$ cat config.mk
export PLATFORM = sky130hd
export DESIGN_NAME = multicycle_ctrl
export DESIGN_NICKNAME = d
export VERILOG_FILES = /design/src/rtl/multicycle_ctrl.sv
export SDC_FILE = /design/constraint.sdc
export NUM_CORES = 1
export LEC_CHECK = 0
export BUFFER_PORTS_ARGS = -buffer_cell sky130_fd_sc_hd__buf_2
export CAP_MARGIN = 20
export CORE_MARGIN = 10
export CORE_UTILIZATION = 42
export CTS_CLUSTER_SIZE = 30
export DETAILED_ROUTE_END_ITERATION = 8
export PLACE_DENSITY = 0.83
export RECOVER_POWER = 100
export SYNTH_ARGS = -nofsm -noshare
export SYNTH_HDL_FRONTEND = slang
export SYNTH_SLANG_ARGS = --single-unit
$ cat constraint.sdc
create_clock -name clk -period 1.7 [get_ports clk]
set_input_delay 0.34 -clock clk [delete_from_list [all_inputs] [get_ports clk]]
set_output_delay 0.34 -clock clk [all_outputs]
set_load 0.02 [all_outputs]
$ cat src/rtl/multicycle_ctrl.sv
// Multicycle RV32I control FSM: sequences the shared ALU, memory port and register file.
// Optional jal support is built when MULTICYCLE_JAL_EN is defined.
module multicycle_ctrl (
    input  logic       clk,
    input  logic       rst,
    input  logic [6:0] op,
    input  logic       zero,
    input  logic       mem_ready,
    output logic       PCWrite,
    output logic       AdrSrc,
    output logic       MemWrite,
    output logic       IRWrite,
    output logic [1:0] ResultSrc,
    output logic [1:0] ALUSrcA,
    output logic [1:0] ALUSrcB,
    output logic [1:0] ImmSrc,
    output logic       RegWrite,
    output logic [1:0] ALUOp,
    output logic       illegal_op,
    output logic [3:0] state
);

    typedef enum logic [3:0] {
        S_FETCH    = 4'd0,
        S_DECODE   = 4'd1,
        S_MEMADR   = 4'd2,
        S_MEMREAD  = 4'd3,
        S_MEMWB    = 4'd4,
        S_MEMWRITE = 4'd5,
        S_EXECR    = 4'd6,
        S_ALUWB    = 4'd7,
        S_EXECI    = 4'd8,
        S_JAL      = 4'd9,
        S_BEQ      = 4'd10
    } state_t;

    localparam logic [6:0] OP_LOAD   = 7'b0000011;
    localparam logic [6:0] OP_STORE  = 7'b0100011;
    localparam logic [6:0] OP_RTYPE  = 7'b0110011;
    localparam logic [6:0] OP_ITYPE  = 7'b0010011;
    localparam logic [6:0] OP_BRANCH = 7'b1100011;
    localparam logic [6:0] OP_JAL    = 7'b1101111;

    state_t state_q;
    state_t state_d;
    state_t out_state;
    logic   illegal_q;
    logic   set_illegal;

    always_ff @(posedge clk) begin
        if (rst) begin
            state_q   <= S_FETCH;
            illegal_q <= 1'b0;
        end else begin
            state_q <= state_d;
            if (set_illegal)
                illegal_q <= 1'b1;
        end
    end

    always_comb begin
        state_d     = S_FETCH;
        set_illegal = 1'b0;
        case (state_q)
            S_FETCH:    state_d = mem_ready ? S_DECODE : S_FETCH;
            S_DECODE: begin
                case (op)
                    OP_LOAD, OP_STORE: state_d = S_MEMADR;
                    OP_RTYPE:          state_d = S_EXECR;
                    OP_ITYPE:          state_d = S_EXECI;
                    OP_BRANCH:         state_d = S_BEQ;
`ifdef MULTICYCLE_JAL_EN
                    OP_JAL:            state_d = S_JAL;
`endif
                    default: begin
                        state_d     = S_FETCH;
                        set_illegal = 1'b1;
                    end
                endcase
            end
            S_MEMADR:   state_d = (op == OP_STORE) ? S_MEMWRITE : S_MEMREAD;
            S_MEMREAD:  state_d = mem_ready ? S_MEMWB : S_MEMREAD;
            S_MEMWB:    state_d = S_FETCH;
            S_MEMWRITE: state_d = mem_ready ? S_FETCH : S_MEMWRITE;
            S_EXECR:    state_d = S_ALUWB;
            S_EXECI:    state_d = S_ALUWB;
            S_ALUWB:    state_d = S_FETCH;
`ifdef MULTICYCLE_JAL_EN
            S_JAL:      state_d = S_ALUWB;
`endif
            S_BEQ:      state_d = S_FETCH;
            default:    state_d = S_FETCH;
        endcase
    end

    // Reset forces FETCH decoding so an abandoned instruction cannot strobe writes.
    assign out_state = rst ? S_FETCH : state_q;

    always_comb begin
        PCWrite   = 1'b0;
        AdrSrc    = 1'b0;
        MemWrite  = 1'b0;
        IRWrite   = 1'b0;
        ResultSrc = 2'b00;
        ALUSrcA   = 2'b00;
        ALUSrcB   = 2'b00;
        RegWrite  = 1'b0;
        ALUOp     = 2'b00;
        case (out_state)
            S_FETCH: begin
                ALUSrcB   = 2'b10;
                ResultSrc = 2'b10;
                IRWrite   = mem_ready;
                PCWrite   = mem_ready;
            end
            S_DECODE: begin
                ALUSrcA = 2'b01;
                ALUSrcB = 2'b01;
            end
            S_MEMADR: begin
                ALUSrcA = 2'b10;
                ALUSrcB = 2'b01;
            end
            S_MEMREAD:  AdrSrc = 1'b1;
            S_MEMWB: begin
                ResultSrc = 2'b01;
                RegWrite  = 1'b1;
            end
            S_MEMWRITE: begin
                AdrSrc   = 1'b1;
                MemWrite = 1'b1;
            end
            S_EXECR: begin
                ALUSrcA = 2'b10;
                ALUOp   = 2'b10;
            end
            S_EXECI: begin
                ALUSrcA = 2'b10;
                ALUSrcB = 2'b01;
                ALUOp   = 2'b10;
            end
            S_ALUWB:    RegWrite = 1'b1;
`ifdef MULTICYCLE_JAL_EN
            S_JAL: begin
                ALUSrcA = 2'b01;
                ALUSrcB = 2'b10;
                PCWrite = 1'b1;
            end
`endif
            S_BEQ: begin
                ALUSrcA = 2'b10;
                ALUOp   = 2'b01;
                PCWrite = zero;
            end
            default: ;
        endcase
    end

    always_comb begin
        ImmSrc = 2'b00;
        case (op)
            OP_STORE:  ImmSrc = 2'b01;
            OP_BRANCH: ImmSrc = 2'b10;
`ifdef MULTICYCLE_JAL_EN
            OP_JAL:    ImmSrc = 2'b11;
`endif
            default:   ImmSrc = 2'b00;
        endcase
    end

    assign illegal_op = illegal_q;
    assign state      = state_q;

endmodule

Yosys cells after proc, flatten, opt, wreduce, memory -nomap -nowiden
Index checks and enable logic that the tools add are counted.

Reduce and logical (&&, ||, !) cells: 10. Mux-type cells: 19. Equal/unequal tests: 20.

Operators with widths (number): 4-bit by 3-bit equality test with 1-bit output (second input constant) (6); 4-bit case mux with 6 select lines (1); 2-bit case mux with 2 select lines (5); 4-bit by 2-bit equality test with 1-bit output (second input constant) (4); 4-bit case mux with 4 select lines (1); 7-bit by 6-bit equality test with 1-bit output (second input constant) (2); 4-bit equality test (second input constant) (3); 2-bit OR reduction (5); 3-bit two-way mux (3); 4-bit by 1-bit equality test with 1-bit output (second input constant) (2); 4-bit zero test (2); 7-bit by 2-bit equality test with 1-bit output (second input constant) (1); 7-bit by 5-bit equality test with 1-bit output (second input constant) (1); 7-bit equality test (second input constant) (1); 1-bit two-way mux (7); 5-bit OR reduction (1); 4-bit two-way mux (1); 4-bit OR reduction (1); 3-bit OR reduction (1); 1-bit case mux with 2 select lines (1).

Output and inout port bits: 20. Flip-flop bits (word level): 5. Bits of input ports: 11.

Logic depth before layout (Yosys ltp)
Depth in word-level cells: 4. Gate-level depth with buffers: 5. Gate-level depth less buffers: 4.

Worst setup path after synthesis
No wires, ideal clock.

Path kind: reg2out. Start point: reg state_q[3] (netlist: state[3]). End point: out ALUSrcA[1]. Stages on the path, launching flop included: 4. Data required time: 1.360 ns. Setup slack: -0.494 ns. Arrival: 1.854 ns. Cells stage by stage: dfxtp_1 -> buf_2 -> nor2_1 -> a2111oi_0.

Word-level cells in the longest chain between the ends: 4. Elaborated cells on any way between the ends: 8.

Ends and longest elaborated chain: start, declared (line 44) `state_t state_q;`; start signal, assigned (line 55) `state_q <= state_d;`; 4-bit two-way mux (*) (line 97) `assign out_state = rst ? S_FETCH : state_q;`; 4-bit equality test (tied with other cells) (line 109) `case (out_state)`; 4-bit OR reduction (no line); 2-bit case mux with 2 select lines (*) (line 109); end, declared (line 14) `output logic [1:0] ALUSrcA,`.

Every way passes the cells marked *; elsewhere a longest branch is shown, timed or not.

Worst setup path in the final report
Start point: reg state_q[1] (netlist: state[1]). End point: out PCWrite.

Word-level cells in the longest chain between the ends: 3. Elaborated cells on any way between the ends: 4.

Ends and longest elaborated chain: 4-bit two-way mux (*) (line 97); 4-bit equality test or 4-bit zero test (tied branches) (line 109); 1-bit case mux with 2 select lines (*) (line 109); end, declared (line 9) `output logic PCWrite,`.

Marks and branches as above.

==> reports/metrics.yaml <==
clock_network:
  holdBufCountCts: 0
  cts_buffers: 3
  cts_sinks: 5
  clkLatencyLatePin_ps: 260
  cts_max_path_buffers: 2
  cts_root_buf: "clkbuf_4"
  cts-htree-levels: 1
  cts_tree: "done"
  clk_pin_slew_worst_paths_ps: 50
detailed_routing:
  routed-via-count: 757
  wl_per_cell_um: 15.9
  first_iter_violations: 12
  first_pass_iters: 4
  ant_nets: 0
  drc: 0
  wirelength_mm: 2.04
  via_per_inst: 5.91
pwr:
  power_density_mw_per_mm2: 441
  p_int_mw: 0.273
  pwr-share-clk_pct: 36.8
  leakagePower_nw: 0.426
  peakVddDrop_mv: 0.465
  p_sw_share_pct: 32.2
  pwr-share-seq_pct: 31.0
  pwr-share-comb_pct: 32.2
  p_sw_mw: 0.130
  finalPower_mw: 0.403
placed_design:
  port_buffers: 30
  hpwl_mm: 1.37
  pre_cts_slack_ps: 82.0
  gp_congestion: 0.839
floorplanning:
  pin_count: 31
  start_util_pct: 46.9
  core_mm2: 0.00117
  die_w_um: 56.2
  rows: 12
  fp.dieH_um: 56.2
  die_area_mm2: 0.00315
cells_and_area:
  num-fill-cells: 71
  multi_input_area_um2: 475
  nets: 126
  regArea_um2: 105
  drive_above_1_share_pct: 56.1
  area_delta_synth_final_pct: 66.3
  diodes: 0
global_route:
  grt_max_degree: 17
  grt_pass1_vias: 688
  antenna_found_initial: 0
  grt_util_all_layers_pct: 11.5
  grt_pass1_wl_mm: 3.08
  grt_overflow: 0
sta:
  finalCriticalPeriod_ps: 1810
  drv_slew: 0
  fin_setup_tns_ps: -306
  relSlewSlack_pct: 70.1
  finClkSkew_ps: 11.9
  tightestPinTransition_ps: 437
  grt_setup_unrepaired: "yes"
  fin_crit_sh_pct: 107
  worst_slack_ps: -112
  setup_viol: 5
  hold_violations: 0
  clock.fmax_ghz: 0.552
worst_setup_path:
  r2r_setup_slack_ps: 170
  critPathCaptureType: "output port"
  cp_slowest_stage_delay_ps: 390
  cp_cell_sequence: "or3_4 > o21bai_4 > and2_4 > a21o_1 > buf_6"
  critPathRequiredTime_ps: 1360
  crit_path_top_delay_cell: "or3_4"
  r2r_cells: 6
  r2r_end: "state[2]$_SDFF_PP0_"
  worstPathArrival_ps: 1470
  start_kind: "flip-flop"
  path_class: "flip-flop to output port"
  r2r-start: "state[1]$_SDFF_PP0_"
  cp_max_fo: 6
logic_synthesis:
  synthMostInstantiatedCell: "nor2_1"
  synth_area_leaders: "dfxtp_1, nor2_1, nand2b_1"
  syn_avg_cell_area_um2: 7.63
  synth.top_cell.area_share_pct: 18.2
  yosys-top-cells-count: "nor2_1, dfxtp_1, nand2b_1, nor3_1"
  syn_area_um2: 549
  synthCells: 72
  yosysWarnings: 0
  ys.flop_type: "dfxtp_1"
  synth_cell_types: 42
  async_flop_share_pct: 0
  synth_area_leader_cell: "dfxtp_1"
  ys_seq_elements: 5
  synth_enable_flop_cells: 0
  ys_seq_area_share_pct: 18.2
  syn_nets: 83
hold_path:
  hp-start: "rst"
  hold_depth: 2
  whs_endpoint: "state[0]$_SDFF_PP0_"
  hold_path.class: "input port to flip-flop"
status:
  violations: "negative setup slack"
  status: "complete, but fails checks"
flow_run:
  cap_viol_max_count: 0
-- worst max-delay path by stage --
| stage | slack [ps] | cells past startpoint | endpoint | from |
|---|---|---|---|---|
| 2_1_floorplan | -140 | 5 | PCWrite | state[1]$_SDFF_PP0_ |
| 3_3_place_gp | 110 | 5 | PCWrite | state[0]$_SDFF_PP0_ |
| 3_5_place_dp | 80 | 5 | PCWrite | state[0]$_SDFF_PP0_ |
| 4_1_cts | -100 | 5 | PCWrite | state[1]$_SDFF_PP0_ |
| 5_1_grt | -190 | 5 | PCWrite | state[1]$_SDFF_PP0_ |
| 6_report | -110 | 5 | PCWrite | state[1]$_SDFF_PP0_ |
-- layout by cell type (no fill, tap or decap), drive strengths merged, types with 2 or more instances in the layout --
master	Yosys	layout
a2111oi	2	2
a21oi	3	3
a22oi	2	2
a31oi	2	2
and2	2	2
and3	3	3
buf	2	40
clkbuf	2	6
dfxtp	5	5
inv	2	2
nand2b	5	5
nand3	2	2
nor2	9	9
nor3	4	4
nor4	3	3
o21ai	2	2
o21ba	2	2
o21bai	2	2
or3	2	2
-- metal layers --
| metal | wire length [um] | up-vias | global-route usage [%] | part of all wire [%] |
|---|---|---|---|---|
| li1 | - | 359 | - | - |
| met1 | 842 | 342 | 13.3 | 41 |
| met2 | 880 | 47 | 17.0 | 43 |
| met3 | 232 | 9 | 5.92 | 11 |
| met4 | 82 | 0 | 5.12 | 4.0 |
| met5 | 0 | - | 0 | 0 |
-- worst max-delay path: cells and delay by family (launching register included) --
kind	cells	cell delay (ps)
buffers and inverters	1	110
AOI/OAI and AO/OA	2	210
and+or+nand+nor	2	540
DFF	1	350
-- per-stage QoR --
step	cells	area (um^2)	hold slack [ps]	util [%]
floorplan	72	586	516	-
global placement	117	766	465	65.4
detailed placement	117	766	467	65.4
CTS	123	831	459	70.9
global route	128	913	484	78.0
finish	128	913	469	78.0
-- cells by family after synthesis --
family          share of synthesized area [%]
simple gates                             42.8
compound gates                           27.8
buf+inv                                  5.69
flops                                    18.2
xor+xnor                                 1.59
mux                                      2.05
fa+ha+maj                                1.82
-- final cells by class --
| type | count | share of cell area (%) |
|---|---|---|
| Inverter | 2 | 0.822 |
| Multi-Input combinational cell | 61 | 52.1 |
| Sequential cell | 5 | 11.5 |
| Clock buffer | 4 | 2.88 |
| Timing Repair Buffer | 42 | 30.8 |
| Tap cell | 14 | 1.92 |
-- power groups by stage --
stage                     clock network [mW]  logic (mW)  registers [mW]
after floorplan                            0      0.0635           0.133
after global placement                     0       0.108           0.127
after detailed placement                   0       0.110           0.127
after CTS                              0.142       0.119           0.125
after global routing                   0.160       0.140           0.126
final                                  0.148       0.130           0.125
-- state kept, by name, summed over array words and instances (netlist names) --
signal,cells
state,4
illegal_op,1
-- what timing repair did --
| item | in CTS | in global routing |
|---|---|---|
| pin swaps | 2 | 2 |
| resized for setup | 7 | 16 |
| setup endpoints to repair | 3 | 8 |
| buffers inserted | 2 | 5 |
(Power assumes the default switching activity.)
